**config.mk**
```make
export PLATFORM = sky130hd
export DESIGN_NAME = vec_data_mem_arbiter
export DESIGN_NICKNAME = d
export VERILOG_FILES = /design/src/rtl/vec_data_mem_arbiter.sv
export SDC_FILE = /design/constraint.sdc
export NUM_CORES = 1
export LEC_CHECK = 0
export CAP_MARGIN = 30
export CORE_AREA = 2 2 121 123
export CTS_BUF_LIST = sky130_fd_sc_hd__clkbuf_16
export DETAILED_ROUTE_END_ITERATION = 8
export DIE_AREA = 0 0 123 125
export DONT_BUFFER_PORTS = 1
export MAX_ROUTING_LAYER = met4
export PLACE_DENSITY = 0.33
export SETUP_SLACK_MARGIN = 0.02
export SYNTH_ARGS = -nofsm -noshare
export SYNTH_HDL_FRONTEND = slang
export SYNTH_SLANG_ARGS = --single-unit
```
**constraint.sdc**
```tcl
create_clock -name clk_i -period 2.94 [get_ports clk_i]
set_clock_uncertainty 0.05 [all_clocks]
set_input_delay 0.441 -clock clk_i [delete_from_list [all_inputs] [get_ports clk_i]]
set_output_delay 0.441 -clock clk_i [all_outputs]
set_load 0.005 [all_outputs]
```
**src/rtl/vec_data_mem_arbiter.sv**
```systemverilog
// Arbitrates the single OBI data port between the core LSU and the vector accelerator,
// tracks the owner of each outstanding transaction and routes in-order responses back.
module vec_data_mem_arbiter #(
    parameter int unsigned MAX_OUTSTANDING = 2
) (
    input  logic        clk_i,
    input  logic        rst_i,
    // core LSU master
    input  logic        core_req_i,
    input  logic        core_we_i,
    input  logic [3:0]  core_be_i,
    input  logic [31:0] core_addr_i,
    input  logic [31:0] core_wdata_i,
    output logic        core_gnt_o,
    output logic        core_rvalid_o,
    output logic [31:0] core_rdata_o,
    // accelerator master
    input  logic        acc_req_i,
    input  logic        acc_we_i,
    input  logic [3:0]  acc_be_i,
    input  logic [31:0] acc_addr_i,
    input  logic [31:0] acc_wdata_i,
    output logic        acc_gnt_o,
    output logic        acc_rvalid_o,
    output logic [31:0] acc_rdata_o,
    input  logic        acc_lock_i,
    // memory slave port
    output logic        data_req_o,
    input  logic        data_gnt_i,
    output logic        data_we_o,
    output logic [3:0]  data_be_o,
    output logic [31:0] data_addr_o,
    output logic [31:0] data_wdata_o,
    input  logic        data_rvalid_i,
    input  logic [31:0] data_rdata_i,
    output logic        protocol_err_o
);

    // A request transfers on req & gnt; responses return in order, one per transfer.
    localparam int unsigned PW = (MAX_OUTSTANDING > 1) ? $clog2(MAX_OUTSTANDING) : 1;
    localparam int unsigned CW = $clog2(MAX_OUTSTANDING + 1);

    typedef enum logic {
        ID_CORE = 1'b0,
        ID_ACC  = 1'b1
    } owner_e;

    owner_e          owner_q [MAX_OUTSTANDING];
    logic [PW-1:0]   wr_ptr_q, rd_ptr_q;
    logic [CW-1:0]   count_q;
    owner_e          rr_q, pending_id_q, win_id, head;
    logic            pending_q, win_req, hs, pop, sel_acc;

    function automatic logic [PW-1:0] ptr_inc(input logic [PW-1:0] p);
        return (p == PW'(MAX_OUTSTANDING - 1)) ? '0 : p + PW'(1);
    endfunction

    // A stalled request keeps its master until granted, regardless of lock or RR.
    always_comb begin
        win_id  = ID_CORE;
        win_req = 1'b0;
        if (pending_q) begin
            win_id  = pending_id_q;
            win_req = (pending_id_q == ID_ACC) ? acc_req_i : core_req_i;
        end else if (acc_lock_i) begin
            win_id  = ID_ACC;
            win_req = acc_req_i;
        end else if (core_req_i && acc_req_i) begin
            win_id  = rr_q;
            win_req = 1'b1;
        end else if (acc_req_i) begin
            win_id  = ID_ACC;
            win_req = 1'b1;
        end else if (core_req_i) begin
            win_id  = ID_CORE;
            win_req = 1'b1;
        end
    end

    assign sel_acc      = (win_id == ID_ACC);
    assign data_req_o   = win_req && (count_q < CW'(MAX_OUTSTANDING));
    assign hs           = data_req_o && data_gnt_i;
    assign core_gnt_o   = hs && !sel_acc;
    assign acc_gnt_o    = hs && sel_acc;

    assign data_we_o    = data_req_o && (sel_acc ? acc_we_i : core_we_i);
    assign data_be_o    = data_req_o ? (sel_acc ? acc_be_i    : core_be_i)    : 4'h0;
    assign data_addr_o  = data_req_o ? (sel_acc ? acc_addr_i  : core_addr_i)  : 32'h0;
    assign data_wdata_o = data_req_o ? (sel_acc ? acc_wdata_i : core_wdata_i) : 32'h0;

    assign head          = owner_q[rd_ptr_q];
    assign pop           = data_rvalid_i && (count_q != '0);
    assign core_rvalid_o = pop && (head == ID_CORE);
    assign acc_rvalid_o  = pop && (head == ID_ACC);
    assign core_rdata_o  = data_rdata_i;
    assign acc_rdata_o   = data_rdata_i;

    always_ff @(posedge clk_i) begin
        if (rst_i) begin
            for (int i = 0; i < int'(MAX_OUTSTANDING); i++) owner_q[i] <= ID_CORE;
            wr_ptr_q       <= '0;
            rd_ptr_q       <= '0;
            count_q        <= '0;
            rr_q           <= ID_CORE;
            pending_q      <= 1'b0;
            pending_id_q   <= ID_CORE;
            protocol_err_o <= 1'b0;
        end else begin
            pending_q <= data_req_o && !data_gnt_i;
            if (data_req_o && !data_gnt_i) pending_id_q <= win_id;
            if (hs) begin
                owner_q[wr_ptr_q] <= win_id;
                wr_ptr_q          <= ptr_inc(wr_ptr_q);
                rr_q              <= sel_acc ? ID_CORE : ID_ACC;
            end
            if (pop) rd_ptr_q <= ptr_inc(rd_ptr_q);
            if (hs && !pop)      count_q <= count_q + CW'(1);
            else if (!hs && pop) count_q <= count_q - CW'(1);
            if (data_rvalid_i && count_q == '0) protocol_err_o <= 1'b1;
        end
    end

endmodule
```
Yosys cells after proc, flatten, opt, wreduce, memory -nomap -nowiden:

Memories as Yosys holds them, arrays and structs flattened. A register that Yosys moved wholly into a read port is not among the register bits.
Cells that the tools add are included.

* output and inout bits: 139
* input bits: 177
* memories kept: 1
* logic and storage cells: 67
* register bits after elaboration: 8
* bits in writable memories: 2

Memory list
* owner_q: depth 2, bits a word 1, rd ports 1, clocked after Yosys merged registers in 1, write ports 2, RTL line 48 `owner_e owner_q [MAX_OUTSTANDING];`

* multiplexer cells: 32
* bitwise gates (word level): 1
* $lt $le $gt $ge: 1
* reduce and logical (&&, ||, !) cells: 21
* add/subtract/negate cells: 4

Operators with widths (count)
* 32-bit 2-to-1 mux: 4
* 1-bit 2-to-1 mux: 24
* 1-bit logical AND: 13
* 4-bit 2-to-1 mux: 2
* 1-bit zero test: 4
* 2-bit 2-to-1 mux: 2
* 2-bit nonzero test: 2
* 1-bit adder (second input constant): 2
* 2-bit by 1-bit adder with 2-bit output (second input constant): 1
* 2-bit zero test: 1
* 2-bit less-than comparator (second input constant): 1
* 2-bit by 1-bit subtractor with 2-bit output (second input constant): 1
* 1-bit inverter: 1
* 1-bit OR reduction: 1

Depth between registers and ports, before layout:

Gate-level depths: netlist of the first run.

* word-level depth: 12
* gate-level depth with buffers: 8
* mapped depth without buffers: 7

Worst setup path after synthesis of the first run:

No wires, ideal clock.

* path type: reg-to-reg
* from: reg pending_q
* to: reg count_q[1]
* path slack: 911 ps
* setup time: 71 ps
* arrival: 1908 ps
* path buffers: 1
* data required time: 2819 ps
* stages on the path, launching flop included: 8
* clock period less this slack: 2029 ps
* path through: dfxtp_1 > nor2b_1 > buf_4 > a22oi_2 > a211oi_4 > ha_1 > or3_1 > a21oi_1

* longest elaborated chain between the ends: 6
* elaborated cells on any way between the ends: 8
* those cells by class: mux (2); reduce/logical (6)

RTL lines
* from (decl): RTL line 52 `logic pending_q, win_req, hs, pop, sel_acc;`
* from (signal assigned): RTL line 109 `pending_q <= data_req_o && !data_gnt_i;`
* 1-bit 2-to-1 mux *: RTL line 62 `if (pending_q) begin`
* 1-bit logical AND *: RTL line 81 `assign data_req_o = win_req && (count_q < CW'(MAX_OUTSTANDING));`
* 1-bit logical AND *: RTL line 82 `assign hs = data_req_o && data_gnt_i;`
* named net hs: RTL line 52
* 1-bit zero test: RTL line 118 `else if (!hs && pop) count_q <= count_q - CW'(1);`
* 1-bit logical AND: RTL line 118
* 2-bit nonzero test (no line)
* to (signal assigned): RTL line 117 `if (hs && !pop) count_q <= count_q + CW'(1);`
* to (signal assigned): RTL line 118
* to (decl): RTL line 50 `logic [CW-1:0] count_q;`

Mark *: on every way through the listed nets, which the timed path passes. The rest lies on a longest branch.
A chain may end at the register's enable or synchronous reset.

Worst setup path after layout of the first run:

* from: reg rr_q
* to: out data_wdata_o[0]

* longest elaborated chain between the ends: 5

RTL lines
* from (decl): RTL line 51 `owner_e rr_q, pending_id_q, win_id, head;`
* from (signal assigned): RTL line 114 `rr_q <= sel_acc ? ID_CORE : ID_ACC;`
* 1-bit 2-to-1 mux: RTL line 68 `end else if (core_req_i && acc_req_i) begin`
* 1-bit 2-to-1 mux: RTL line 65 `end else if (acc_lock_i) begin`
* 1-bit 2-to-1 mux: RTL line 62
* 32-bit 2-to-1 mux (2 in a row): RTL line 89 `assign data_wdata_o = data_req_o ? (sel_acc ? acc_wdata_i : core_wdata_i) : 32'h0;`
* to (decl): RTL line 33 `output logic [31:0] data_wdata_o,`

No other way between the ends.

==> implementation parameters, run 1 <==
Parameter                              Value

Outcome
  Outcome ... completed

Setup path
  Largest stage delay, worst path ... 560 ps
  Crit path launch type ... flop
  Depth of the worst register-to-register path ... 6
  Crit Reg-Reg Startpoint ... pending_q
  Capturing element of the worst setup path ... data_wdata_o[0]
  Endpoint of the lowest-slack register-to-register path ... count_q[1]
  Launching instance or port of the critical path ... rr_q
  Kind of end point of the critical path ... primary output
  Largest delay share family, worst path ... compound AO/OA/AOI/OAI gates
  Critical path data arrival time ... 1990 ps
  Setup Crit Path Kind ... reg2out
  Chain of cells forming the critical path ... nand2b_1, a211o_2, buf_12, nand3_1, a21oi_1
  Instance count on the critical path ... 5
  Max stage delay cell, worst path ... sky130_fd_sc_hd__a211o_2
  Total buffers and inverters traversed by the critical path ... 1
  Critical path peak fanout ... 38
  Slack of the worst reg-to-reg path ... 770 ps
  Worst path required time ... 2450 ps

Final layout
  Synth-to-Final Area Change ... -10.26%
  Final Core Density ... 14.25%
  Area of all placed cells without fillers ... 2024 um2
  Number of fillers in the final layout ... 1704
  Antenna cell count ... 0
  Nets@finish ... 456
  Proportion of layout cells with a drive suffix above 1 ... 7.942%

Placed design
  HPWL after detailed placement ... 5.707 mm
  Post-place instance area ... 1946 um2
  Count of input and output buffers ... 0
  Placer congestion estimate ... 0.6745
  Post-place setup slack ... 656.9 ps

Synthesis
  Post-Syn Nets ... 547
  Share of synthesized area occupied by flip-flops and latches ... 10.65%
  Number of register bits inferred by synthesis ... 11
  Area of the mapped netlist ... 2256 um2
  Post-synth cell types ... 31
  Synthesized netlist cell count ... 369
  Number of warnings reported in the yosys synthesis log ... 0
  Post-synthesis area per instance ... 6.114 um2

Floorplanning
  Number of top-level pins ... 316
  Core Area ... 14200 um2
  Row Count ... 44
  Starting density of the core ... 15.88%
  Die Footprint ... 15380 um2
  Die extent in y ... 125 um
  Horizontal die dimension ... 123 um

Drt
  Average wire per standard cell ... 16.44 um
  Drt first-iter violations ... 172
  First drt pass iteration count ... 7
  Vias per Instance ... 5.030
  Via count ... 2319
  Final wirelength ... 7.577 mm
  Final routed DRC violation total ... 0
  Count of antenna-violating nets left after detailed routing ... 0

Timing
  Transition time of the tightest slew-check pin ... 625.6 ps
  Unrepaired setup endpoints after global routing ... false
  Setup violation total in the final timing report ... 0
  Shortest period the worst path allows ... 2481 ps
  Count of final max-slew check failures ... 0
  Final hold slack ... 220.2 ps
  Fmax achieved ... 0.4031 GHz
  Final Hold Fails ... 0
  Final worst slack ... 459.0 ps
  Accumulated negative setup slack ... 0 ps
  Tcrit/Tclk final ... 84.39%
  Max-slew headroom at the worst pin ... 58.29%

Power
  Highest ir drop seen on vdd ... 191.2 uV
  Switching Fraction ... 49.34%
  Sequential fraction of design power ... 18.8%
  Clk pwr share ... 20.0%
  Combinational share of power ... 61.2%
  Static leakage ... 0.6623 nW
  Net switching component of the power ... 0.6013 mW
  Internal cell power ... 0.6174 mW
  Total power per unit cell area ... 602.0 nW/um2

Clocking
  Maximum clock insertion buffer count ... 2
  H-tree levels ... 1
  CTS tree ... done
  Number of sinks handled by clock tree synthesis ... 11
  Number of instances resized during post-cts repair ... 0
  Post-CTS Setup Repair Bufs ... 0
  Inserted Clock Buffers ... 3
  Clock insertion delay at the later pin of the skew report ... 240 ps
  Clk root buf ... sky130_fd_sc_hd__clkbuf_16
  Clock-pin transition on the worst setup and hold timing paths ... 40 ps
  # hold bufs at CTS ... 0

Global routing
  Via count of the first global-routing pass ... 2018
  First-pass GRT wire length ... 10.78 mm
  Leftover overflow at the end of global routing ... 0
  Initial antenna violation count ... 0
  Largest net degree at the start of global routing ... 71
  Global-route total usage across every layer ... 8.889%

Worst hold path
  Hold Path Class ... in2reg

Flow run
  Count of maximum capacitance violations ... 0
==> synthesized netlist by cell type <==
cell type                   n  area [um2]
sky130_fd_sc_hd__inv_1      2       7.510
sky130_fd_sc_hd__a21o_1     3       22.52
sky130_fd_sc_hd__nor2b_1    5       31.28
sky130_fd_sc_hd__mux2i_1    1       10.01
sky130_fd_sc_hd__buf_2      9       45.04
sky130_fd_sc_hd__o21bai_1   1       7.510
sky130_fd_sc_hd__o21ai_0   70       350.3
sky130_fd_sc_hd__a21oi_1   72       360.4
sky130_fd_sc_hd__or3_1      1       6.260
sky130_fd_sc_hd__dfxtp_1    9       180.2
sky130_fd_sc_hd__a211oi_1   1       7.510
sky130_fd_sc_hd__mux2_2     1       11.26
sky130_fd_sc_hd__a21boi_1   1       7.510
sky130_fd_sc_hd__nand3_1   69       345.3
sky130_fd_sc_hd__nand2b_1   2       12.51
sky130_fd_sc_hd__inv_2      1       3.750
sky130_fd_sc_hd__a22oi_2    1       12.51
sky130_fd_sc_hd__mux2_4     2       30.03
sky130_fd_sc_hd__ha_1       1       12.51
sky130_fd_sc_hd__edfxtp_1   2       60.06
sky130_fd_sc_hd__xor2_1     3       26.28
sky130_fd_sc_hd__nor2_1     8       30.03
sky130_fd_sc_hd__a211oi_2   1       12.51
sky130_fd_sc_hd__clkbuf_1  29       108.9
sky130_fd_sc_hd__buf_1      1       3.750
sky130_fd_sc_hd__a211o_1    1       8.760
sky130_fd_sc_hd__a211oi_4   1       20.02
sky130_fd_sc_hd__and3_1     3       18.77
sky130_fd_sc_hd__o21ai_1    1       5.000
sky130_fd_sc_hd__nor3_1     2       10.01
sky130_fd_sc_hd__buf_4     65       488.0
==> routing by layer <==
| layer | wire length, um | up-vias | track usage, % |
|---|---|---|---|
| met4 | 145 | 0 | 3.008 |
| met3 | 695 | 19 | 1.551 |
| met1 | 2999 | 1076 | 10.22 |
| met5 | 0 | - | - |
| li1 | - | 1054 | - |
| met2 | 3737 | 170 | 15.40 |
==> layout make-up <==
class                      count  area, um2  area share, %
multi-input combinational    251       1379          68.11
sequential                    11      240.2          11.87
tap                          184      230.2          11.37
timing repair buffer           8      85.08          4.203
clock buffer                   3      75.07          3.708
inverter                       3      11.26         0.5562
clock inverter                 1      3.754         0.1854
==> worst register-to-register path, stage by stage, from the launching register on <==
cell and delay, ps:
sky130_fd_sc_hd__dfxtp_1 450, sky130_fd_sc_hd__nor2b_4 210, sky130_fd_sc_hd__a22oi_2 90, sky130_fd_sc_hd__a211oi_4 460
sky130_fd_sc_hd__ha_1 340, sky130_fd_sc_hd__or3_1 370, sky130_fd_sc_hd__a21oi_1 130
==> worst min path at each step <==
stage / depth (start not counted) / to / slack, ps / startpoint
after global routing: 1 / count_q[1] / 210 / rst_i
final: 1 / count_q[1] / 220 / rst_i
after global placement: 2 / rd_ptr_q / 440 / rd_ptr_q
after detailed placement: 2 / flop / 460 / rd_ptr_q
after CTS: 1 / count_q[1] / 210 / rst_i
after floorplan: 2 / protocol_err_o / 410 / protocol_err_o
==> cell usage in the layout (no fill, tap or decap), types with 2 or more instances in the layout <==
cell type,synthesis,layout
sky130_fd_sc_hd__buf_4,65,6
sky130_fd_sc_hd__and3_1,3,3
sky130_fd_sc_hd__clkbuf_16,0,3
sky130_fd_sc_hd__nor3_1,2,2
sky130_fd_sc_hd__a211oi_4,1,2
sky130_fd_sc_hd__a21oi_1,72,72
sky130_fd_sc_hd__a21o_1,3,2
sky130_fd_sc_hd__o21ai_0,70,70
sky130_fd_sc_hd__mux2_4,2,2
sky130_fd_sc_hd__nor2b_1,5,4
sky130_fd_sc_hd__buf_12,0,2
sky130_fd_sc_hd__nor2_1,8,8
sky130_fd_sc_hd__edfxtp_1,2,2
sky130_fd_sc_hd__nand3_1,69,69
sky130_fd_sc_hd__inv_1,2,3
sky130_fd_sc_hd__dfxtp_1,9,9
sky130_fd_sc_hd__xor2_1,3,3
==> power by group through the flow <==
stage / logic (mW) / registers, mW / clock network (mW)
6_report: 0.746 / 0.229 / 0.244
5_1_grt: 0.838 / 0.235 / 0.264
3_5_place_dp: 0.746 / 0.232 / 0
4_1_cts: 0.752 / 0.230 / 0.251
3_3_place_gp: 0.729 / 0.230 / 0
2_1_floorplan: 0.668 / 0.220 / 0
==> stage by stage <==
| step | power, mW | std cells |
|---|---|---|
| finish | 1.219 | 461 |
| global placement | 0.9595 | 457 |
| floorplan | 0.8885 | 369 |
| global route | 1.337 | 461 |
| detailed placement | 0.9779 | 457 |
| CTS | 1.232 | 461 |
==> flip-flops by register name, summed over array words and instances (netlist names), named ones only <==
register        cells
protocol_err_o      1
wr_ptr_q            1
count_q             2
rr_q                1
owner_q             2
pending_q           1
pending_id_q        1
rd_ptr_q            1
==> cells by family (layout without fill, tap and decap cells) <==
family,after synthesis,after routing,synth area share (%)
AOI/OAI and AO/OA,153,153,36.11
xor gates and xnor gates,3,3,1.165
adders and majority gates,1,1,0.5545
buffers and inverters,107,15,29.12
DFF,11,11,10.65
muxes,4,4,2.274
and+or+nand+nor,90,90,20.13
(Power assumes the default switching activity.)
==> run 2, diff against run 1 <==
==> constraint.sdc (replaced) <==
create_clock -name clk_i -period 2.05 [get_ports clk_i]
set_clock_uncertainty 0.05 [all_clocks]
set_input_delay 0.3075 -clock clk_i [delete_from_list [all_inputs] [get_ports clk_i]]
set_output_delay 0.3075 -clock clk_i [all_outputs]
set_load 0.005 [all_outputs]
==> run 2 against run 1 <==
  * Setup slack got worse by 380 ps
  * Final area increased by 8.0%
  * Die area is the same
  * Global-route usage fell by 0.10 points
  * Critical endpoint is now data_addr_o[8]
  * Core utilization rose by 1.1 points
  * Critical path type unchanged
  * Non-clock buffer count up 6
  * Cell count up 1.3%
  * Clock power is 44% higher
==> implementation parameters, run 2 (synthesized netlist as in run 1, its figures left out) <==
Parameter                              Value

Timing
  Max-slew headroom at the worst pin ... 74.20% (+16 points)
  Accumulated negative setup slack ... 0 ps (unchanged)
  Count of final max-slew check failures ... 0 (unchanged)
  Unrepaired setup endpoints after global routing ... true
  Tcrit/Tclk final ... 95.91%
  Setup violation total in the final timing report ... 0 (unchanged)
  Shortest period the worst path allows ... 1966 ps
  Transition time of the tightest slew-check pin ... 387.0 ps (-238.6 ps)
  Fmax achieved ... 0.5086 GHz
  Final Hold Fails ... 0 (unchanged)

Power
  Total power per unit cell area ... 850.2 nW/um2 (+41%)
  Static leakage ... 0.7279 nW (+9.9%)
  Highest ir drop seen on vdd ... 308.9 uV (+62%)
  Power after layout ... 1.858 mW (+52%)

Setup path
  Critical path peak fanout ... 18 (-53%)
  Slack of the worst reg-to-reg path ... 250 ps (-520 ps)
  Worst path required time ... 1690 ps (-760 ps)
  Crit Reg-Reg Startpoint ... pending_id_q
  Crit path launch type ... flop
  Endpoint of the lowest-slack register-to-register path ... count_q[1]
  Kind of end point of the critical path ... primary output
  Depth of the worst register-to-register path ... 6 (unchanged)
  Critical path data arrival time ... 1610 ps (-380 ps)
  Setup Crit Path Kind ... reg2out

Final layout
  Largest regs ... count_q (2), owner_q (2)
  Number of fillers in the final layout ... 1663 (-2.4%)
  Highest-count cells in the layout ignoring fill and taps ... sky130_fd_sc_hd__nand3_1, sky130_fd_sc_hd__o21ai_0, sky130_fd_sc_hd__a21oi_1, sky130_fd_sc_hd__dfxtp_1, sky130_fd_sc_hd__nor2_1
  Synth-to-Final Area Change ... -3.106%
  Proportion of layout cells with a drive suffix above 1 ... 11.66% (+3.7 points)
  Nets@finish ... 462 (+1.3%)
  Antenna cell count ... 0 (unchanged)

Clocking
  Inserted Clock Buffers ... 3 (unchanged)
  CTS tree ... done
  Number of sinks handled by clock tree synthesis ... 11 (unchanged)
  Maximum clock insertion buffer count ... 2 (unchanged)
  Clock insertion delay at the later pin of the skew report ... 240 ps (about the same)
  Clk root buf ... sky130_fd_sc_hd__clkbuf_16
  H-tree levels ... 1 (unchanged)
  Clock-pin transition on the worst setup and hold timing paths ... 40 ps (about the same)

Placed design
  HPWL after detailed placement ... 5.646 mm (-1.1%)
  Placer congestion estimate ... 0.7171 (+6.3%)
  Count of input and output buffers ... 0 (unchanged)

Floorplanning
  Die Footprint ... 15380 um2 (unchanged)
  Horizontal die dimension ... 123 um (unchanged)
  Number of top-level pins ... 316 (unchanged)
  Starting density of the core ... 15.88% (unchanged)
  Row Count ... 44 (unchanged)
  Die extent in y ... 125 um (unchanged)
  Core Area ... 14200 um2 (unchanged)

Global routing
  Via count of the first global-routing pass ... 2054 (+1.8%)
  Initial antenna violation count ... 0 (unchanged)
  Global-route total usage across every layer ... 8.789% (-0.10 points)
  Largest net degree at the start of global routing ... 73 (+2.8%)
  Leftover overflow at the end of global routing ... 0 (unchanged)
  First-pass GRT wire length ... 10.65 mm (-1.3%)

Drt
  Vias per Instance ... 5.004 (-0.52%)
  Drt first-iter violations ... 176 (+2.3%)
  Final routed DRC violation total ... 0 (unchanged)
  Average wire per standard cell ... 17.06 um (+3.8%)
  Final wirelength ... 7.969 mm (+5.2%)
  Count of antenna-violating nets left after detailed routing ... 0 (unchanged)
  Via count ... 2337 (+0.78%)
  First drt pass iteration count ... 4 (-3)

Worst hold path
  Hold path cells ... 1 (unchanged)
  Hold Path Class ... in2reg
  Endpoint, Worst Hold ... count_q[1]
  Source of the worst hold timing path ... rst_i

Outcome
  Outcome ... completed

Flow run
  Count of maximum capacitance violations ... 0 (unchanged)
run 2: critical path: stages (launching register included):
cell and delay (ps):
sky130_fd_sc_hd__dfxtp_1 300, sky130_fd_sc_hd__nand2b_4 140, sky130_fd_sc_hd__a211oi_4 260, sky130_fd_sc_hd__buf_12 170
sky130_fd_sc_hd__clkbuf_16 170, sky130_fd_sc_hd__o21ai_0 90, sky130_fd_sc_hd__a21oi_1 220
run 2: where the power goes:
group	internal (mW)	leakage (nW)	switching, mW
Sequential	0.277	0.0951	0.0454
Combinational	0.430	0.590	0.754
Clock	0.256	0.0423	0.0958
run 2: cell type report:
cell class,instances,area [um2],area share (%)
multi-input combinational,251,1401,64.11
timing repair buffer,14,224.0,10.25
clock buffer,3,75.07,3.434
inverter,3,11.26,0.5152
clock inverter,1,3.754,0.1717
tap,184,230.2,10.53
sequential,11,240.2,10.99
run 2: routing by layer:
metal / GRT usage [%] / up-vias / wire, um / share of wire (%)
met5: - / - / 0 / 0
met4: 2.741 / 0 / 119 / 1.5
met1: 9.801 / 1081 / 3054 / 38
met3: 2.099 / 14 / 775 / 9.7
met2: 15.31 / 171 / 4019 / 50
li1: - / 1071 / - / -
run 2: metrics by stage:
step / cell area (um2) / std cells / setup slack [ps] / util [%] / hold WS [ps]
floorplan: 2256 / 369 / 21.09 / - / 336.8
global placement: 1993 / 460 / 248.8 / 14.03 / 333.6
detailed placement: 1993 / 460 / 225.2 / 14.03 / 334.3
CTS: 2079 / 464 / 31.22 / 14.64 / 85.82
global route: 2186 / 467 / 19.02 / 15.39 / 80.38
finish: 2186 / 467 / 83.93 / 15.39 / 86.26
run 2: worst max path at each step:
stage | startpoint | end | slack, ps | cells past startpoint
after floorplan | pending_q | count_q[1] | 20 | 7
after global placement | rr_q | data_addr_o[22] | 250 | 5
after detailed placement | pending_q | data_be_o[3] | 230 | 4
after CTS | rr_q | data_addr_o[13] | 30 | 5
after global routing | rr_q | data_addr_o[13] | 20 | 6
final | rr_q | data_addr_o[8] | 80 | 6
run 2: repair_timing:
action	in CTS	in global routing
endpoints found under the hold margin	0	0
hold buffers	0	0
pin swaps	1	12
cloned	0	2
setup buffers	0	1
gates resized for setup	2	9
setup endpoints to repair	13	59
